File: src/rtl/dm_spi_bank_if.sv
// Register bus between an APB bridge (master) and the SPI bank (slave).
interface dm_spi_bank_if #(
  parameter int unsigned ADDRW = 14
);
  logic [ADDRW-1:0] RamBusAddress;
  logic [31:0]      RamBusDataIn;
  logic             RamBusnCs;
  logic             RamBusWrnRd;
  logic             RamBusLatch;
  logic [31:0]      RamBusDataOut;
  logic             RamBusAck;

  modport master (
    output RamBusAddress, RamBusDataIn, RamBusnCs, RamBusWrnRd, RamBusLatch,
    input  RamBusDataOut, RamBusAck
  );

  modport slave (
    input  RamBusAddress, RamBusDataIn, RamBusnCs, RamBusWrnRd, RamBusLatch,
    output RamBusDataOut, RamBusAck
  );
endinterface

File: src/rtl/dm_spi_bank.sv
// Bank of lockstep SPI masters (mode 0) with shadowed TX words, optional
// PPS-aligned start and a register bus with a single wait state.
module dm_spi_bank #(
  parameter int unsigned NCHAN  = 6,
  parameter int unsigned WIDTH  = 24,
  parameter int unsigned NCS    = 4,
  parameter int unsigned CLKDIV = 4,
  parameter int unsigned ADDRW  = 14
) (
  input  logic                  clk,
  input  logic                  rst,
  dm_spi_bank_if.slave          bus,
  input  logic                  PPS,
  output logic [NCHAN-1:0]      Sck,
  output logic [NCHAN-1:0]      Mosi,
  input  logic [NCHAN-1:0]      Miso,
  output logic [NCHAN*NCS-1:0]  nCs,
  output logic                  Busy,
  output logic [2:0]            StateOut
);

  localparam int unsigned WIDXW = ADDRW - 2;
  localparam int unsigned DIVW  = (CLKDIV > 1) ? $clog2(CLKDIV) : 1;
  localparam int unsigned BITW  = $clog2(WIDTH);

  typedef enum logic [2:0] {
    IDLE  = 3'd0,
    ARM   = 3'd1,
    LOAD  = 3'd2,
    SHIFT = 3'd3,
    HOLD  = 3'd4
  } state_t;

  state_t state, stateNext;

  logic             ack, done, access, wrEn, ctrlWr, statusWr, goReq, ppsEff;
  logic [2:0]       csEff, csSel;
  logic [WIDXW-1:0] wordIdx;
  logic [31:0]      rdData, dataOut;
  logic             ppsMode, overrun;
  logic [2:0]       csIdx;
  logic [7:0]       xferCnt;
  logic [WIDTH-1:0] txShadow [NCHAN];
  logic [WIDTH-1:0] rxReg    [NCHAN];
  logic [WIDTH-1:0] shiftReg [NCHAN];
  logic [WIDTH-1:0] rxShift  [NCHAN];
  logic             ppsS1, ppsS2, ppsS3, ppsRise;
  logic [DIVW-1:0]  divCnt;
  logic             divDone;
  logic [BITW-1:0]  bitCnt;
  logic             sck, riseEv, fallEv, loadEnter, holdDone;
  logic             unusedBits;

  assign access    = bus.RamBusnCs & bus.RamBusLatch;
  assign wordIdx   = bus.RamBusAddress[ADDRW-1:2];
  assign wrEn      = ack & access & bus.RamBusWrnRd;
  assign ctrlWr    = wrEn & (wordIdx == '0);
  assign statusWr  = wrEn & (wordIdx == WIDXW'(1));
  assign goReq     = ctrlWr & bus.RamBusDataIn[0];
  // A CTRL write carrying GO uses its own PPSMODE/CsIdx fields.
  assign ppsEff    = ctrlWr ? bus.RamBusDataIn[1] : ppsMode;
  assign csEff     = ctrlWr ? bus.RamBusDataIn[10:8] : csIdx;
  assign csSel     = (32'(csEff) < NCS) ? csEff : 3'd0;
  assign divDone   = (divCnt == DIVW'(CLKDIV - 1));
  assign ppsRise   = ppsS2 & ~ppsS3;
  assign loadEnter = (stateNext == LOAD) && (state != LOAD);
  assign holdDone  = (state == HOLD) && divDone;
  assign unusedBits = ^{bus.RamBusAddress[1:0], bus.RamBusDataIn};

  assign bus.RamBusAck     = ack;
  assign bus.RamBusDataOut = dataOut;
  assign Sck               = {NCHAN{sck}};
  assign StateOut          = state;

  // Bus handshake: Ack in the second access cycle, read data only while Ack is high.
  always_ff @(posedge clk) begin
    if (rst) begin
      ack     <= 1'b0;
      done    <= 1'b0;
      dataOut <= '0;
    end else begin
      ack     <= access & ~ack & ~done;
      done    <= access & (ack | done);
      dataOut <= (access & ~ack & ~done) ? rdData : '0;
    end
  end

  // Read mux; unmapped words and channels beyond NCHAN return zero.
  always_comb begin
    rdData = '0;
    if (wordIdx == '0) begin
      rdData = {21'd0, csIdx, 6'd0, ppsMode, 1'b0};
    end else if (wordIdx == WIDXW'(1)) begin
      rdData = {16'd0, xferCnt, 5'd0, overrun, (state == ARM), Busy};
    end
    for (int n = 0; n < int'(NCHAN); n++) begin
      if ((4 + n) < 16 && wordIdx == WIDXW'(4 + n)) rdData = 32'(txShadow[n]);
      if (wordIdx == WIDXW'(16 + n)) rdData = 32'(rxReg[n]);
    end
  end

  // Control/status registers, TX shadows and RX results.
  always_ff @(posedge clk) begin
    if (rst) begin
      ppsMode <= 1'b0;
      csIdx   <= 3'd0;
      overrun <= 1'b0;
      xferCnt <= 8'd0;
      for (int n = 0; n < int'(NCHAN); n++) begin
        txShadow[n] <= '0;
        rxReg[n]    <= '0;
      end
    end else begin
      if (ctrlWr) begin
        ppsMode <= bus.RamBusDataIn[1];
        csIdx   <= bus.RamBusDataIn[10:8];
      end
      if (statusWr && bus.RamBusDataIn[2]) overrun <= 1'b0;
      else if (goReq && state != IDLE)     overrun <= 1'b1;
      if (holdDone) begin
        xferCnt <= xferCnt + 8'd1;
        for (int n = 0; n < int'(NCHAN); n++) rxReg[n] <= rxShift[n];
      end
      for (int n = 0; n < int'(NCHAN); n++) begin
        if (wrEn && (4 + n) < 16 && wordIdx == WIDXW'(4 + n))
          txShadow[n] <= bus.RamBusDataIn[WIDTH-1:0];
      end
    end
  end

  // PPS two-flop synchroniser plus edge-detect stage.
  always_ff @(posedge clk) begin
    if (rst) begin
      ppsS1 <= 1'b0;
      ppsS2 <= 1'b0;
      ppsS3 <= 1'b0;
    end else begin
      ppsS1 <= PPS;
      ppsS2 <= ppsS1;
      ppsS3 <= ppsS2;
    end
  end

  // FSM state register; Busy tracks any non-idle state.
  always_ff @(posedge clk) begin
    if (rst) begin
      state <= IDLE;
      Busy  <= 1'b0;
    end else begin
      state <= stateNext;
      Busy  <= (stateNext != IDLE);
    end
  end

  // FSM next state and SCK phase events.
  always_comb begin
    stateNext = state;
    riseEv    = 1'b0;
    fallEv    = 1'b0;
    unique case (state)
      IDLE:  if (goReq) stateNext = ppsEff ? ARM : LOAD;
      ARM:   if (ppsRise) stateNext = LOAD;
      LOAD:  stateNext = SHIFT;
      SHIFT: begin
        if (divDone) begin
          if (!sck) begin
            riseEv = 1'b1;
          end else begin
            fallEv = 1'b1;
            if (bitCnt == BITW'(WIDTH - 1)) stateNext = HOLD;
          end
        end
      end
      HOLD:  if (divDone) stateNext = IDLE;
      default: stateNext = IDLE;
    endcase
  end

  // Shift datapath: load on LOAD entry, sample on SCK rise, advance on SCK fall.
  always_ff @(posedge clk) begin
    if (rst) begin
      sck    <= 1'b0;
      Mosi   <= '0;
      nCs    <= '1;
      divCnt <= '0;
      bitCnt <= '0;
      for (int n = 0; n < int'(NCHAN); n++) begin
        shiftReg[n] <= '0;
        rxShift[n]  <= '0;
      end
    end else begin
      if (state == SHIFT || state == HOLD) divCnt <= divDone ? '0 : divCnt + DIVW'(1);
      else                                 divCnt <= '0;

      if (loadEnter) begin
        sck    <= 1'b0;
        bitCnt <= '0;
        for (int n = 0; n < int'(NCHAN); n++) begin
          shiftReg[n] <= txShadow[n];
          Mosi[n]     <= txShadow[n][WIDTH-1];
          for (int k = 0; k < int'(NCS); k++)
            nCs[n*NCS + k] <= (k == int'(csSel)) ? 1'b0 : 1'b1;
        end
      end else if (riseEv) begin
        sck <= 1'b1;
        for (int n = 0; n < int'(NCHAN); n++)
          rxShift[n] <= {rxShift[n][WIDTH-2:0], Miso[n]};
      end else if (fallEv) begin
        sck    <= 1'b0;
        bitCnt <= bitCnt + BITW'(1);
        for (int n = 0; n < int'(NCHAN); n++) begin
          shiftReg[n] <= {shiftReg[n][WIDTH-2:0], 1'b0};
          Mosi[n]     <= shiftReg[n][WIDTH-2];
        end
      end else if (holdDone) begin
        nCs  <= '1;
        Mosi <= '0;
      end
    end
  end

endmodule

File: src/flat_wrapper.sv
// flat-port wrapper written by rule: the top's interface ports become plain ports
module dm_spi_bank_flat 
#(
  parameter int unsigned NCHAN  = 6,
  parameter int unsigned WIDTH  = 24,
  parameter int unsigned NCS    = 4,
  parameter int unsigned CLKDIV = 4,
  parameter int unsigned ADDRW  = 14
)
  (clk, rst, PPS, Sck, Mosi, Miso, nCs, Busy, StateOut, bus_RamBusAddress, bus_RamBusDataIn, bus_RamBusnCs, bus_RamBusWrnRd, bus_RamBusLatch, bus_RamBusDataOut, bus_RamBusAck);
  dm_spi_bank_if #(.ADDRW(ADDRW)) bus_i ();
  input  logic clk;
  input  logic rst;
  input  logic PPS;
  output logic [NCHAN-1:0] Sck;
  output logic [NCHAN-1:0] Mosi;
  input  logic [NCHAN-1:0] Miso;
  output logic [NCHAN*NCS-1:0] nCs;
  output logic Busy;
  output logic [2:0] StateOut;
  input wire logic [$bits(bus_i.RamBusAddress)-1:0] bus_RamBusAddress;
  input wire logic [$bits(bus_i.RamBusDataIn)-1:0] bus_RamBusDataIn;
  input wire logic [$bits(bus_i.RamBusnCs)-1:0] bus_RamBusnCs;
  input wire logic [$bits(bus_i.RamBusWrnRd)-1:0] bus_RamBusWrnRd;
  input wire logic [$bits(bus_i.RamBusLatch)-1:0] bus_RamBusLatch;
  output wire logic [$bits(bus_i.RamBusDataOut)-1:0] bus_RamBusDataOut;
  output wire logic [$bits(bus_i.RamBusAck)-1:0] bus_RamBusAck;
  assign bus_i.RamBusAddress = bus_RamBusAddress;
  assign bus_i.RamBusDataIn = bus_RamBusDataIn;
  assign bus_i.RamBusnCs = bus_RamBusnCs;
  assign bus_i.RamBusWrnRd = bus_RamBusWrnRd;
  assign bus_i.RamBusLatch = bus_RamBusLatch;
  assign bus_RamBusDataOut = bus_i.RamBusDataOut;
  assign bus_RamBusAck = bus_i.RamBusAck;
  dm_spi_bank #(.NCHAN(NCHAN), .WIDTH(WIDTH), .NCS(NCS), .CLKDIV(CLKDIV), .ADDRW(ADDRW)) u_core (.clk(clk), .rst(rst), .bus(bus_i), .PPS(PPS), .Sck(Sck), .Mosi(Mosi), .Miso(Miso), .nCs(nCs), .Busy(Busy), .StateOut(StateOut));
endmodule
File: config.mk
export PLATFORM = sky130hd
export DESIGN_NAME = dm_spi_bank_flat
export DESIGN_NICKNAME = d
export VERILOG_FILES = /design/src/rtl/dm_spi_bank_if.sv /design/src/rtl/dm_spi_bank.sv /design/src/flat_wrapper.sv
export SDC_FILE = /design/constraint.sdc
export NUM_CORES = 1
export LEC_CHECK = 0
export BUFFER_PORTS_ARGS = -buffer_cell sky130_fd_sc_hd__buf_4
export CAP_MARGIN = 5
export CELL_PAD_IN_SITES_DETAIL_PLACEMENT = 1
export CELL_PAD_IN_SITES_GLOBAL_PLACEMENT = 1
export CORE_ASPECT_RATIO = 0.75
export CORE_MARGIN = 3
export CORE_UTILIZATION = 35
export CTS_CLUSTER_SIZE = 12
export DETAILED_ROUTE_END_ITERATION = 8
export PLACE_DENSITY = 0.56
export SLEW_MARGIN = 10
export SYNTH_ARGS = -nofsm -noshare
export SYNTH_HDL_FRONTEND = slang
export SYNTH_SLANG_ARGS = --single-unit
File: constraint.sdc
create_clock -name clk -period 15.35 [get_ports clk]
set_input_delay 0.7675 -clock clk [delete_from_list [all_inputs] [get_ports clk]]
set_output_delay 0.7675 -clock clk [all_outputs]
set_load 0.05 [all_outputs]
## After elaboration in Yosys (flattened, before gate mapping)

Memories as Yosys holds them, arrays and structs flattened.
Cells that the tools add are included.

| storage, ports and cells | value |
|---|---|
| bits in registers | 92 |
| RAM bits | 576 |
| input port bits | 58 |
| output and inout bits | 73 |
| memories | 4 |
| logic and storage cells | 236 |

Memories:

| name | depth | bits a word | read ports | clocked after Yosys merged registers in | write ports | line | text |
|---|---|---|---|---|---|---|---|
| u_core.rxReg | 6 | 24 | 6 | 0 | 6 | dm_spi_bank.sv:44 | `logic [WIDTH-1:0] rxReg [NCHAN];` |
| u_core.rxShift | 6 | 24 | 6 | 0 | 6 | dm_spi_bank.sv:46 | `logic [WIDTH-1:0] rxShift [NCHAN];` |
| u_core.shiftReg | 6 | 24 | 6 | 0 | 6 | dm_spi_bank.sv:45 | `logic [WIDTH-1:0] shiftReg [NCHAN];` |
| u_core.txShadow | 6 | 24 | 6 | 0 | 6 | dm_spi_bank.sv:43 | `logic [WIDTH-1:0] txShadow [NCHAN];` |

| cells by class | value |
|---|---|
| eq/ne operators | 26 |
| bitwise logic cells | 47 |
| add/subtract/negate cells | 3 |
| reduce and logical (&&, ||, !) cells | 27 |
| magnitude comparators | 1 |
| multiplexer cells | 110 |

Operators by type and width:

| cell | count |
|---|---|
| $mux W24 | 46 |
| $eq A12 B5 Y1 const B | 6 |
| $eq A12 B3 Y1 const B | 4 |
| $mux W1 | 48 |
| $mux W16 | 2 |
| $or A1 B1 Y1 | 31 |
| $eq A12 B4 Y1 const B | 2 |
| $mux W3 | 8 |
| $mux W6 | 4 |
| $pmux W3 S5 | 1 |
| $reduce_or A15 Y1 | 1 |
| $eq A12 B1 Y1 const B | 1 |
| $logic_not A12 Y1 | 1 |
| $and A1 B1 Y1 | 10 |
| $logic_and A1 B1 Y1 | 10 |
| $eq A3 B2 Y1 const B | 3 |
| $reduce_bool A3 Y1 | 3 |
| $add A8 B1 Y8 const B | 1 |
| $eq A3 B3 Y1 const A | 2 |
| $logic_not A3 Y1 | 2 |
| $not A1 Y1 | 6 |
| $reduce_or A2 Y1 | 3 |
| $add A5 B1 Y5 const B | 1 |
| $eq A5 B5 Y1 const B | 1 |
| 14 further kinds | 17 |

## Longest topological paths before layout

| logic depth | value |
|---|---|
| depth in word-level cells | 15 |
| depth in mapped cells | 10 |
| depth with buffers taken out | 7 |

## Worst setup path after synthesis

OpenSTA, ideal clock, no wires.

| timing | value |
|---|---|
| path type | flip-flop to flip-flop |
| start | register u_core.state[0], in the netlist u_core.StateOut[0] |
| end | memory u_core.rxShift[0][0] (enable) |
| arrival | 7.876 ns |
| required time | 14.672 ns |
| library setup time | 0.678 ns |
| cell stages (with the launch flop) | 5 |
| setup slack | 6.796 ns |
| path through | dfxtp_1 > buf_4 > nor2b_1 > nand3_1 > o21bai_1 |

RTL lines:

| item | line | text |
|---|---|---|
| start: declaration | dm_spi_bank.sv:34 | `state_t state, stateNext;` |
| start signal: assignment | dm_spi_bank.sv:150 | `state <= stateNext;` |
| end: declaration | dm_spi_bank.sv:46 |  |

==> impl_metrics.csv <==
group,metric,value,unit
status,status,"finished, final reports clean",
clock_tree,insertion_delay,0.63,ns
global_route,grt_pass1_vias,17255,
sta,fin_skew,0.0274,ns
sta,fin_tns_setup,0,ns
cells_and_area,area_delta_synth_final,13.9,%
worst_setup_path,crit_type,"in2reg",
place,dp_hpwl,61.6,mm
clock_tree,path_clk_slew,0.06,ns
cells_and_area,n_antenna_cell,0,
die,die_y,248,um
global_route,grt_first_pass_wirelength,131,mm
clock_tree,numCtsBuffers,70,
synth,synthCells,2018,
clock_tree,clk_path_buf_depth,3,
synth,ys_seq_area_frac,0.674,
die,ioPinCount,131,
clock_tree,cts_tree,"done",
synth,synth-edff-count,570,
die,rows,88,
clock_tree,cts_resized,0,
cells_and_area,fillers,7924,
clock_tree,cts-root-buf,"clkbuf_16",
sta,finalMaxSlewViolations,0,
power_and_ir_drop,leakage,0.0111,uW
drt,first_pass_iters,8,
worst_setup_path,path_max_fanout,70,
synth,syn-cell-area,0.0273,mm2
drt,drt_iter0_drc,2143,
min_path,hold_path_class,"in2reg",
sta,hold_violations,0,
place,dpl.cell_count,3035,
place,place_congestion,0.844,
cells_and_area,nets,2133,
worst_setup_path,cp.required,15.79,ns
synth,yosys_warnings,0,
synth,postSynthAreaPerCell,13.5,um2
drt,num_vias,17864,
global_route,grt_max_degree,132,
drt,vias_per_cell,5.65,
global_route,grtUsageTotal,0.226,
sta,setup_viol,0,
synth,yosysUniqueCellTypes,73,
synth,ys_ff_latch,634,
sta,rsz0062_at_grt,"no",
worst_setup_path,arrival,4.82,ns
power_and_ir_drop,powerDensity,119,mW/mm2
worst_setup_path,endpoint_kind,"flip-flop",
die,initial_utilization,0.354,
synth,synthFlopType,"edfxtp_1",
clock_tree,post_cts_buffers,0,
job,maxCapViolations,0,
global_route,antenna_found_initial,11,
cells_and_area,fin_util,0.404,
sta,tightestPinTransition,1.29,ns
die,coreArea,0.0771,mm2
sta,fin_crit_sh,0.286,
drt,postRouteWirelength,92.8,mm
global_route,grt_overflow,0,
drt,route.detailed.wl_per_inst,29.4,um
cells_and_area,final_cell_count_no_fill,3160,
power_and_ir_drop,max-vdd-ir-drop,0.0000675,V
clock_tree,htree_levels,3,
sta,max_freq,0.228,GHz
sta,slew_headroom,0.141,
clock_tree,ctsHoldBuffers,0,
drt,ant_nets,0,
die,dieArea,0.0815,mm2
worst_setup_path,start_kind,"input port",
drt,drc,0,
cells_and_area,layout-drive-gt1-share,0.136,
die,die_width,329,um
synth,async_flop_share,0,
sta,fin_crit,4.39,ns
place,portBuffers,112,
clock_tree,cts.sinks,634,
[metrics by stage]
stage / total power [uW] / setup slack, ns / area (um2) / hold slack, ns
3_5_place_dp: 2130 / 10.47 / 29000 / 0.448
2_1_floorplan: 2050 / 6.80 / 27300 / 0.413
6_report: 3720 / 10.96 / 31100 / 0.375
5_1_grt: 3830 / 10.78 / 31100 / 0.388
3_3_place_gp: 2130 / 10.48 / 29000 / 0.424
4_1_cts: 3750 / 11.11 / 31100 / 0.348
[sequential cells by signal, indices dropped and copies added, names as in the netlist]
name	cells
u_core.txShadow	144
u_core.ppsS1	1
u_core.rxShift	144
u_core.csIdx	3
u_core.StateOut	3
u_core.divCnt	2
u_core.xferCnt	8
u_core.nCs	4
u_core.bitCnt	5
u_core.overrun	1
u_core.Busy	1
u_core.ppsS2	1
u_core.done	1
u_core.ppsMode	1
u_core.Mosi	6
u_core.sck	1
u_core.rxReg	144
u_core.bus.RamBusDataOut	24
u_core.ppsS3	1
u_core.shiftReg	138
u_core.bus.RamBusAck	1
[cell usage after synthesis (11+ instances only)]
cell type  count  area, um2
a21o_1        17        128
a22oi_1       26        195
a21oi_1       51        255
nor3_1        26        130
o22ai_1       28        175
edfxtp_1     570      17100
nor2_1        73        274
and2_1       441       2760
nand2b_1      11       68.8
dfxtp_1       64       1280
o221ai_1      19        166
a22o_1       153       1340
a31oi_1       16        100
nand3_1       16       80.1
nor3b_1       13       97.6
a222oi_1      18        180
buf_2         24        120
o21ai_0       51        255
nor2b_1       12       75.1
nand4_1       15       93.8
clkbuf_1     100        375
buf_4         38        285
nand2_1       60        225
[where the power goes]
group / total, uW / switching [uW] / internal (uW)
combinational: 124 / 97.1 / 26.5
clock: 1620 / 709 / 909
sequential: 1970 / 40.2 / 1930
[per-layer routing]
metal  wire [um]  share of wire  track usage  vias up
met3        8000          0.086       0.0533      104
met5           0              0            0        -
li1            -              -            -     7685
met1       44400           0.48        0.350     9308
met2       38400           0.41        0.316      767
met4        2040          0.022       0.0521        0
[kinds of logic (layout without fill, tap and decap cells)]
logic type | count (synthesis) | after routing | share of synthesized area
multiplexers | 11 | 11 | 0.00417
AND/OR/NAND/NOR | 725 | 725 | 0.159
adder cells (fa/ha/maj) | 3 | 3 | 0.00137
AO/OA/AOI/OAI | 450 | 450 | 0.124
flip-flops | 634 | 634 | 0.674
buffers and inverters | 182 | 282 | 0.0341
XOR/XNOR | 12 | 12 | 0.00385
other | 1 | 8 | 0.000137
[cells in the final DEF (no fill, tap or decap), types with 18 or more instances in the layout]
| master | n |
|---|---|
| edfxtp_1 | 570 |
| dfxtp_1 | 64 |
| a222oi_1 | 18 |
| buf_4 | 149 |
| o21ai_0 | 51 |
| a22o_1 | 153 |
| a22oi_1 | 26 |
| and2_1 | 441 |
| nand2_1 | 60 |
| nor2_1 | 70 |
| nor3_1 | 22 |
| clkbuf_16 | 73 |
| clkbuf_1 | 19 |
| o221ai_1 | 19 |
| a21oi_1 | 51 |
| o22ai_1 | 28 |
[final cells by class]
| cell class | instances | area (um2) | area share |
|---|---|---|---|
| timing repair buffer | 150 | 1140 | 0.0366 |
| clock buffer | 96 | 1950 | 0.0628 |
| sequential | 634 | 18400 | 0.591 |
| tap | 1035 | 1290 | 0.0416 |
| multi-input combinational | 1209 | 8120 | 0.261 |
| inverter | 7 | 26.3 | 0.000845 |
| clock inverter | 29 | 180 | 0.00579 |
[worst paths after layout]
kind / slack [ns] / depth (start not counted) / startpoint / to
max: 10.96 / 10 / bus_RamBusAddress[11] / u_core.shiftReg[0][50]$_SDFFCE_PN0P_
min: 0.37 / 2 / PPS / u_core.ppsS1$_SDFF_PP0_
max reg2reg: 11.21 / 8 / u_core.StateOut[1]$_SDFF_PP0_ / u_core.shiftReg[0][50]$_SDFFCE_PN0P_
min reg2reg: 0.46 / 1 / u_core.divCnt[0]$_SDFF_PP0_ / u_core.divCnt[0]$_SDFF_PP0_
[worst max-delay path, stage by stage]
cell and delay [ns]:
buf_4 0.12, nor4_4 0.26, buf_4 0.42, nand2_1 0.45
nor4_4 0.45, o21bai_1 0.17, nor2_4 0.10, buf_4 0.66
buf_4 0.79, a22o_1 0.42
(Power assumes the default switching activity.)
